--- src/rtl/fp_align_shifter_pkg.sv ---
// Shared types and helpers for the FP mantissa alignment shifter.
package fp_align_shifter_pkg;

  typedef enum logic [1:0] {
    RND_RNE = 2'd0,
    RND_RTZ = 2'd1,
    RND_RUP = 2'd2,
    RND_RDN = 2'd3
  } rnd_mode_t;

  // Magnitude of a sign-extended exponent difference; the most negative
  // EXP_W value maps to 2^(EXP_W-1), which still fits unsigned in EXP_W bits.
  function automatic logic [31:0] abs_diff(input logic signed [31:0] d);
    return (d < 0) ? 32'(-d) : 32'(d);
  endfunction

endpackage

--- src/rtl/fp_align_shifter_if.sv ---
// Valid/ready beat interface between exponent compare, shifter and mantissa adder.
interface fp_align_shifter_if
  import fp_align_shifter_pkg::*;
#(
  parameter int MANT_W = 23,
  parameter int EXP_W  = 8
);
  logic              in_valid;
  logic              in_ready;
  logic [MANT_W-1:0] in_mant;
  logic              in_hidden;
  logic [EXP_W-1:0]  in_exp_diff;
  logic              in_round;
  rnd_mode_t         in_rnd_mode;
  logic              in_sign;

  logic              out_valid;
  logic              out_ready;
  logic [MANT_W-1:0] out_mant;
  logic              out_guard;
  logic              out_round;
  logic              out_sticky;
  logic              out_carry;
  logic              out_sat;

  modport master (
    output in_valid, in_mant, in_hidden, in_exp_diff, in_round, in_rnd_mode, in_sign,
    output out_ready,
    input  in_ready,
    input  out_valid, out_mant, out_guard, out_round, out_sticky, out_carry, out_sat
  );

  modport slave (
    input  in_valid, in_mant, in_hidden, in_exp_diff, in_round, in_rnd_mode, in_sign,
    input  out_ready,
    output in_ready,
    output out_valid, out_mant, out_guard, out_round, out_sticky, out_carry, out_sat
  );
endinterface

--- src/rtl/fp_align_shifter_sticky_shift.sv ---
// Combinational right shifter over {hidden, mant, 2'b00} with guard/round/sticky
// extraction and saturation once the whole operand has been shifted out.
module fp_sticky_shift #(
  parameter int MANT_W = 23,
  parameter int EXP_W  = 8
) (
  input  logic [MANT_W+2:0] w,
  input  logic [EXP_W-1:0]  amt,
  output logic [MANT_W-1:0] y_mant,
  output logic              g,
  output logic              r,
  output logic              s,
  output logic              sat
);
  localparam int N = MANT_W + 3;

  logic [N-1:0] lost_mask;

  always_comb begin
    y_mant    = '0;
    g         = 1'b0;
    r         = 1'b0;
    s         = 1'b0;
    sat       = 1'b0;
    lost_mask = ~({N{1'b1}} << amt);
    if (int'(amt) >= N) begin
      sat = 1'b1;
      s   = |w;
    end else begin
      // top bit of the shifted word is never part of the result for amt>=1
      {y_mant, g, r} = (N-1)'(w >> amt);
      s = |(w & lost_mask);
    end
  end
endmodule

--- src/rtl/fp_align_shifter.sv ---
// Two-stage valid/ready mantissa alignment shifter with optional in-place
// directed rounding; stage 1 captures |exp_diff|, stage 2 shifts and rounds.
module fp_align_shifter
  import fp_align_shifter_pkg::*;
#(
  parameter int MANT_W = 23,
  parameter int EXP_W  = 8
) (
  input  logic               clk,
  input  logic               rst_n,
  fp_align_shifter_if.slave  bus
);
  logic              s1_valid, s1_hidden, s1_round, s1_sign;
  logic [MANT_W-1:0] s1_mant;
  logic [EXP_W-1:0]  s1_amt;
  rnd_mode_t         s1_mode;
  logic              s1_rdy, s2_rdy;

  logic signed [31:0] diff_ext;
  logic [MANT_W-1:0]  sh_mant;
  logic               sh_g, sh_r, sh_s, sh_sat;
  logic               inc, do_round;
  logic [MANT_W:0]    rnd_sum;

  logic              o_valid, o_guard, o_round, o_sticky, o_carry, o_sat;
  logic [MANT_W-1:0] o_mant;

  assign s2_rdy       = ~o_valid | bus.out_ready;
  assign s1_rdy       = ~s1_valid | s2_rdy;
  assign bus.in_ready = s1_rdy;

  assign diff_ext = {{(32-EXP_W){bus.in_exp_diff[EXP_W-1]}}, bus.in_exp_diff};

  fp_sticky_shift #(.MANT_W(MANT_W), .EXP_W(EXP_W)) u_shift (
    .w      ({s1_hidden, s1_mant, 2'b00}),
    .amt    (s1_amt),
    .y_mant (sh_mant),
    .g      (sh_g),
    .r      (sh_r),
    .s      (sh_s),
    .sat    (sh_sat)
  );

  always_comb begin
    inc = 1'b0;
    case (s1_mode)
      RND_RNE: inc = sh_g & (sh_r | sh_s | sh_mant[0]);
      RND_RTZ: inc = 1'b0;
      RND_RUP: inc = (sh_g | sh_r | sh_s) & ~s1_sign;
      RND_RDN: inc = (sh_g | sh_r | sh_s) & s1_sign;
      default: inc = 1'b0;
    endcase
  end

  // amt==0 is a pure pass-through, never rounded
  assign do_round = s1_round & (s1_amt != '0);
  assign rnd_sum  = {1'b0, sh_mant} + {{MANT_W{1'b0}}, inc};

  always_ff @(posedge clk or negedge rst_n) begin
    if (!rst_n) begin
      s1_valid  <= 1'b0;
      s1_hidden <= 1'b0;
      s1_round  <= 1'b0;
      s1_sign   <= 1'b0;
      s1_mant   <= '0;
      s1_amt    <= '0;
      s1_mode   <= RND_RNE;
      o_valid   <= 1'b0;
      o_mant    <= '0;
      o_guard   <= 1'b0;
      o_round   <= 1'b0;
      o_sticky  <= 1'b0;
      o_carry   <= 1'b0;
      o_sat     <= 1'b0;
    end else begin
      if (s1_rdy) s1_valid <= bus.in_valid;
      if (bus.in_valid && s1_rdy) begin
        s1_amt    <= EXP_W'(abs_diff(diff_ext));
        s1_mant   <= bus.in_mant;
        s1_hidden <= bus.in_hidden;
        s1_round  <= bus.in_round;
        s1_mode   <= bus.in_rnd_mode;
        s1_sign   <= bus.in_sign;
      end
      if (s2_rdy) o_valid <= s1_valid;
      if (s1_valid && s2_rdy) begin
        o_sat <= sh_sat;
        if (do_round) begin
          o_mant   <= rnd_sum[MANT_W-1:0];
          o_carry  <= rnd_sum[MANT_W];
          o_guard  <= 1'b0;
          o_round  <= 1'b0;
          o_sticky <= 1'b0;
        end else begin
          o_mant   <= sh_mant;
          o_carry  <= 1'b0;
          o_guard  <= sh_g;
          o_round  <= sh_r;
          o_sticky <= sh_s;
        end
      end
    end
  end

  assign bus.out_valid  = o_valid;
  assign bus.out_mant   = o_mant;
  assign bus.out_guard  = o_guard;
  assign bus.out_round  = o_round;
  assign bus.out_sticky = o_sticky;
  assign bus.out_carry  = o_carry;
  assign bus.out_sat    = o_sat;
endmodule

--- src/flat_wrapper.sv ---
// flat-port wrapper written by rule: the top's interface ports become plain ports
module fp_align_shifter_flat import fp_align_shifter_pkg::*;
#(
  parameter int MANT_W = 23,
  parameter int EXP_W  = 8
)
  (clk, rst_n, bus_in_valid, bus_in_mant, bus_in_hidden, bus_in_exp_diff, bus_in_round, bus_in_rnd_mode, bus_in_sign, bus_out_ready, bus_in_ready, bus_out_valid, bus_out_mant, bus_out_guard, bus_out_round, bus_out_sticky, bus_out_carry, bus_out_sat);
  fp_align_shifter_if #(.MANT_W(MANT_W), .EXP_W(EXP_W)) bus_i ();
  input  logic clk;
  input  logic rst_n;
  input wire logic [$bits(bus_i.in_valid)-1:0] bus_in_valid;
  input wire logic [$bits(bus_i.in_mant)-1:0] bus_in_mant;
  input wire logic [$bits(bus_i.in_hidden)-1:0] bus_in_hidden;
  input wire logic [$bits(bus_i.in_exp_diff)-1:0] bus_in_exp_diff;
  input wire logic [$bits(bus_i.in_round)-1:0] bus_in_round;
  input wire logic [$bits(bus_i.in_rnd_mode)-1:0] bus_in_rnd_mode;
  input wire logic [$bits(bus_i.in_sign)-1:0] bus_in_sign;
  input wire logic [$bits(bus_i.out_ready)-1:0] bus_out_ready;
  output wire logic [$bits(bus_i.in_ready)-1:0] bus_in_ready;
  output wire logic [$bits(bus_i.out_valid)-1:0] bus_out_valid;
  output wire logic [$bits(bus_i.out_mant)-1:0] bus_out_mant;
  output wire logic [$bits(bus_i.out_guard)-1:0] bus_out_guard;
  output wire logic [$bits(bus_i.out_round)-1:0] bus_out_round;
  output wire logic [$bits(bus_i.out_sticky)-1:0] bus_out_sticky;
  output wire logic [$bits(bus_i.out_carry)-1:0] bus_out_carry;
  output wire logic [$bits(bus_i.out_sat)-1:0] bus_out_sat;
  assign bus_i.in_valid = bus_in_valid;
  assign bus_i.in_mant = bus_in_mant;
  assign bus_i.in_hidden = bus_in_hidden;
  assign bus_i.in_exp_diff = bus_in_exp_diff;
  assign bus_i.in_round = bus_in_round;
  assign bus_i.in_rnd_mode = bus_in_rnd_mode;
  assign bus_i.in_sign = bus_in_sign;
  assign bus_i.out_ready = bus_out_ready;
  assign bus_in_ready = bus_i.in_ready;
  assign bus_out_valid = bus_i.out_valid;
  assign bus_out_mant = bus_i.out_mant;
  assign bus_out_guard = bus_i.out_guard;
  assign bus_out_round = bus_i.out_round;
  assign bus_out_sticky = bus_i.out_sticky;
  assign bus_out_carry = bus_i.out_carry;
  assign bus_out_sat = bus_i.out_sat;
  fp_align_shifter #(.MANT_W(MANT_W), .EXP_W(EXP_W)) u_core (.clk(clk), .rst_n(rst_n), .bus(bus_i));
endmodule
--- config.mk ---
export PLATFORM = sky130hd
export DESIGN_NAME = fp_align_shifter_flat
export DESIGN_NICKNAME = d
export VERILOG_FILES = /design/src/rtl/fp_align_shifter_pkg.sv /design/src/rtl/fp_align_shifter_if.sv /design/src/rtl/fp_align_shifter_sticky_shift.sv /design/src/rtl/fp_align_shifter.sv /design/src/flat_wrapper.sv
export SDC_FILE = /design/constraint.sdc
export NUM_CORES = 1
export LEC_CHECK = 0
export ABC_CLOCK_PERIOD_IN_PS = 7300
export CAP_MARGIN = 0
export CORE_MARGIN = 3
export CORE_UTILIZATION = 48
export CTS_CLUSTER_SIZE = 10
export DETAILED_ROUTE_END_ITERATION = 8
export PLACE_DENSITY = 0.71
export SYNTH_ARGS = -nofsm -noshare
export SYNTH_HDL_FRONTEND = slang
export SYNTH_SLANG_ARGS = --single-unit
--- constraint.sdc ---
create_clock -name clk -period 7.3 [get_ports clk]
set_input_delay 1.095 -clock clk [delete_from_list [all_inputs] [get_ports clk]]
set_output_delay 1.095 -clock clk [all_outputs]
set_load 0.1 [all_outputs]
==> results.yml <==
clocking:
  path_clk_slew_ns: 0.08
  cts_buffer_depth: 2
  cts-htree-levels: 3
  hold_buffers: 0
  cts_resized: 0
  cts_buffers: 9
  cts_setup_buffers: 0
  clock_latency_ns: 0.37
  clock_sinks: 66
  cts_tree: "done"
  cts_root_buffer: "clkbuf_8"
grt:
  grtUsageTotal_pct: 27.8
  grt_start_max_net_pins: 67
  grt_pass1_vias: 4947
  gr-total-overflow: 0
  antenna_found_initial: 0
  grt_pass1_wl_mm: 27.3
timing:
  fin_skew_ns: 0.0120
  finalSetupViolCount: 0
  tightest_slew_ns: 0.974
  period_minus_slack_ns: 4.51
  fmax_mhz: 222
  rsz0062_at_grt: "false"
  min_period_over_period_pct: 61.8
  timing_hold_violations_final: 0
  slew_headroom_pct: 34.8
  whs_ns: 0.483
  drv_slew: 0
  fin_tns_setup_ns: 0
synth:
  ys_types: 82
  syn-num-nets: 633
  synth.top_cells.by_area: "dfrtp_1 31%, mux2_2 9.6%, mux2i_1 5.5%"
  synth_seq_cells: 66
  synth-edff-count: 0
  avgSynthCellArea_um2: 8.97
  synth_top_area_share_pct: 31.2
  yosysSeqAreaShare_pct: 31.2
  yosysTopAreaCell: "dfrtp_1"
  synthCells: 590
  dominantRegCellSynth: "dfrtp_1"
  ys_warn_count: 0
  syn_area_um2: 5290
  synthArstFlopShare_pct: 100
worst_setup_path:
  max_stage_delay_ns: 0.57
  start_kind: "flip-flop"
  end_kind: "flip-flop"
  cp_data_arrival_time_ns: 4.80
  cp_top_family: "simple AND/OR/NAND/NOR gates"
  critPathBufInv: 1
  path_cells: "buf_4 > or3b_1 > o22ai_2 > mux2i_1 > nor2_1 > nor3_1 > nor3_1 > o21ai_0 > a32oi_1 > ha_1 > ha_1 > nand2_1 > nor4_4 > nand4_2 > or3_1 > a31oi_1"
  slowest_stage: "or3b_1"
  cp.required_ns: 7.58
  critPathMaxFanout: 36
  critPathKind: "flip-flop to flip-flop"
placement:
  gp_congestion: 1.04
  port_buffers: 69
  placed_cell_area_um2: 5990
  place_hpwl_mm: 12.7
floorplan:
  start_util_pct: 50.3
  fp.dieArea_um2: 12300
  die_y_um: 111
  num_io_pins: 70
  fp.dieW_um: 111
  core_um2: 10500
  fp-row-count: 37
routing:
  drcViolationCount: 0
  met2_length_mm: 7.56
  wl_per_cell_um: 21.8
  met1_length_mm: 7.10
  drt-initial-drc-count: 710
  highest_layer: "met4"
  antenna_left: 0
  wl_met3_mm: 1.56
  vias_per_cell: 6.53
  drt_pass1_iterations: 6
  vias: 5086
  routed_wl_mm: 17.0
pwr:
  p_leak_nw: 2.36
  ir_drop_v: 0.000163
  pwr_density_cell_nw_per_um2: 280
finish:
  drive_above_1_share_pct: 15.9
  syn2layout_area_growth_pct: 17.2
  nets: 681
  fin_area_um2: 6200
  n_fill_cell: 937
  n_antenna_cell: 0
run:
  maxCapViolCount: 0
run_status:
  outcome: "finished, final reports clean"
min_path:
  hp-class: "flip-flop to flip-flop"
-- sequential cells by signal (all words and copies together) (netlist names) --
register / flops
u_core.s1_amt: 8
u_core.s1_valid: 1
u_core.bus.out_round: 1
u_core.bus.out_valid: 1
u_core.s1_sign: 1
u_core.s1_hidden: 1
u_core.bus.out_carry: 1
u_core.bus.out_sticky: 1
u_core.s1_mant: 23
u_core.bus.out_sat: 1
u_core.s1_round: 1
u_core.bus.out_mant: 23
u_core.s1_mode: 2
u_core.bus.out_guard: 1
-- cells in the mapped netlist, types with 10 or more instances --
cell	n
dfrtp_1	66
nand2_1	64
mux2_2	45
nor2_1	43
o21ai_0	37
mux2i_1	29
clkbuf_1	22
nand3_1	16
nand2b_1	15
nor3_1	15
o22ai_1	15
a21oi_1	14
or3_1	11
xnor2_1	11
buf_2	10
inv_1	10
-- cells by family after synthesis --
logic type	share of synthesized area [%]
mux	16.8
simple gates	23.0
fa+ha+maj	0.710
compound gates	20.2
flops	31.2
xor+xnor	2.98
buf+inv	5.04
-- through the flow --
| stage | std cells | util, % | power (mW) | setup slack (ns) |
|---|---|---|---|---|
| 2_1_floorplan | 590 | - | 1.15 | 3.40 |
| 3_3_place_gp | 763 | 57.0 | 1.40 | 2.91 |
| 4_1_cts | 779 | 59.0 | 1.73 | 2.83 |
| 3_5_place_dp | 763 | 57.0 | 1.39 | 2.87 |
| 6_report | 779 | 59.0 | 1.74 | 2.79 |
| 5_1_grt | 779 | 59.0 | 1.82 | 2.39 |
-- where the power goes --
part           internal (mW)  switching, mW
Sequential             0.425         0.0857
Clock                  0.177          0.157
Combinational          0.287          0.606
-- worst min-delay path, delay by kind of cell, from the launching register on --
family / cells / cell delay [ns]
DFF: 1 / 0.34
AOI/OAI and AO/OA: 1 / 0.06
and+or+nand+nor: 1 / 0.04
-- final timing paths --
| check | from | endpoint | cells past startpoint | slack [ns] |
|---|---|---|---|---|
| setup / recovery | u_core.s1_amt[2]$_DFFE_PN0P_ | u_core.bus.out_mant[18]$_DFFE_PN0P_ | 16 | 2.79 |
| hold / removal | u_core.bus.out_mant[2]$_DFFE_PN0P_ | u_core.bus.out_mant[2]$_DFFE_PN0P_ | 2 | 0.48 |
| setup reg to reg | u_core.s1_amt[2]$_DFFE_PN0P_ | u_core.bus.out_mant[18]$_DFFE_PN0P_ | 16 | 2.79 |
| hold reg to reg | u_core.bus.out_mant[2]$_DFFE_PN0P_ | u_core.bus.out_mant[2]$_DFFE_PN0P_ | 2 | 0.48 |
| max in group asynchronous | rst_n | u_core.s1_amt[1]$_DFFE_PN0P_ | 2 | 5.76 |
| min in group asynchronous | rst_n | u_core.s1_amt[0]$_DFFE_PN0P_ | 2 | 0.88 |
-- layer usage --
metal,global-route usage (%),vias up
met3,5.19,67
met2,42.2,301
met1,37.9,2401
li1,-,2317
met4,14.3,0
met5,0,-
-- cells in the final DEF (no fill, tap or decap), types with 5 or more instances in the layout --
cell type,Yosys,layout
clkdlybuf4s50_1,0,68
dfrtp_1,66,65
nand2_1,64,64
mux2_2,45,45
nor2_1,43,43
o21ai_0,37,37
mux2i_1,29,29
nand3_1,16,16
nor3_1,15,15
nand2b_1,15,15
o22ai_1,15,15
a21oi_1,14,14
or3_1,11,11
xnor2_1,11,11
clkbuf_8,0,11
inv_1,10,10
nor4_1,9,9
nand4_1,9,9
buf_4,2,9
a31oi_1,8,8
o211ai_1,7,7
xor2_1,7,7
a22oi_1,6,6
or2_2,5,5
nor2b_1,5,5
o21ai_1,5,5
-- area by class of cell --
type / count / area (µm²) / share of cell area (%)
clock inverter: 5 / 61.3 / 0.989
clock buffer: 11 / 151 / 2.44
tap: 136 / 170 / 2.74
sequential: 66 / 1650 / 26.6
multi-input combinational: 472 / 3370 / 54.4
inverter: 11 / 41.3 / 0.666
timing repair buffer: 78 / 753 / 12.1
Note: power is estimated with default switching activity, not from simulation.
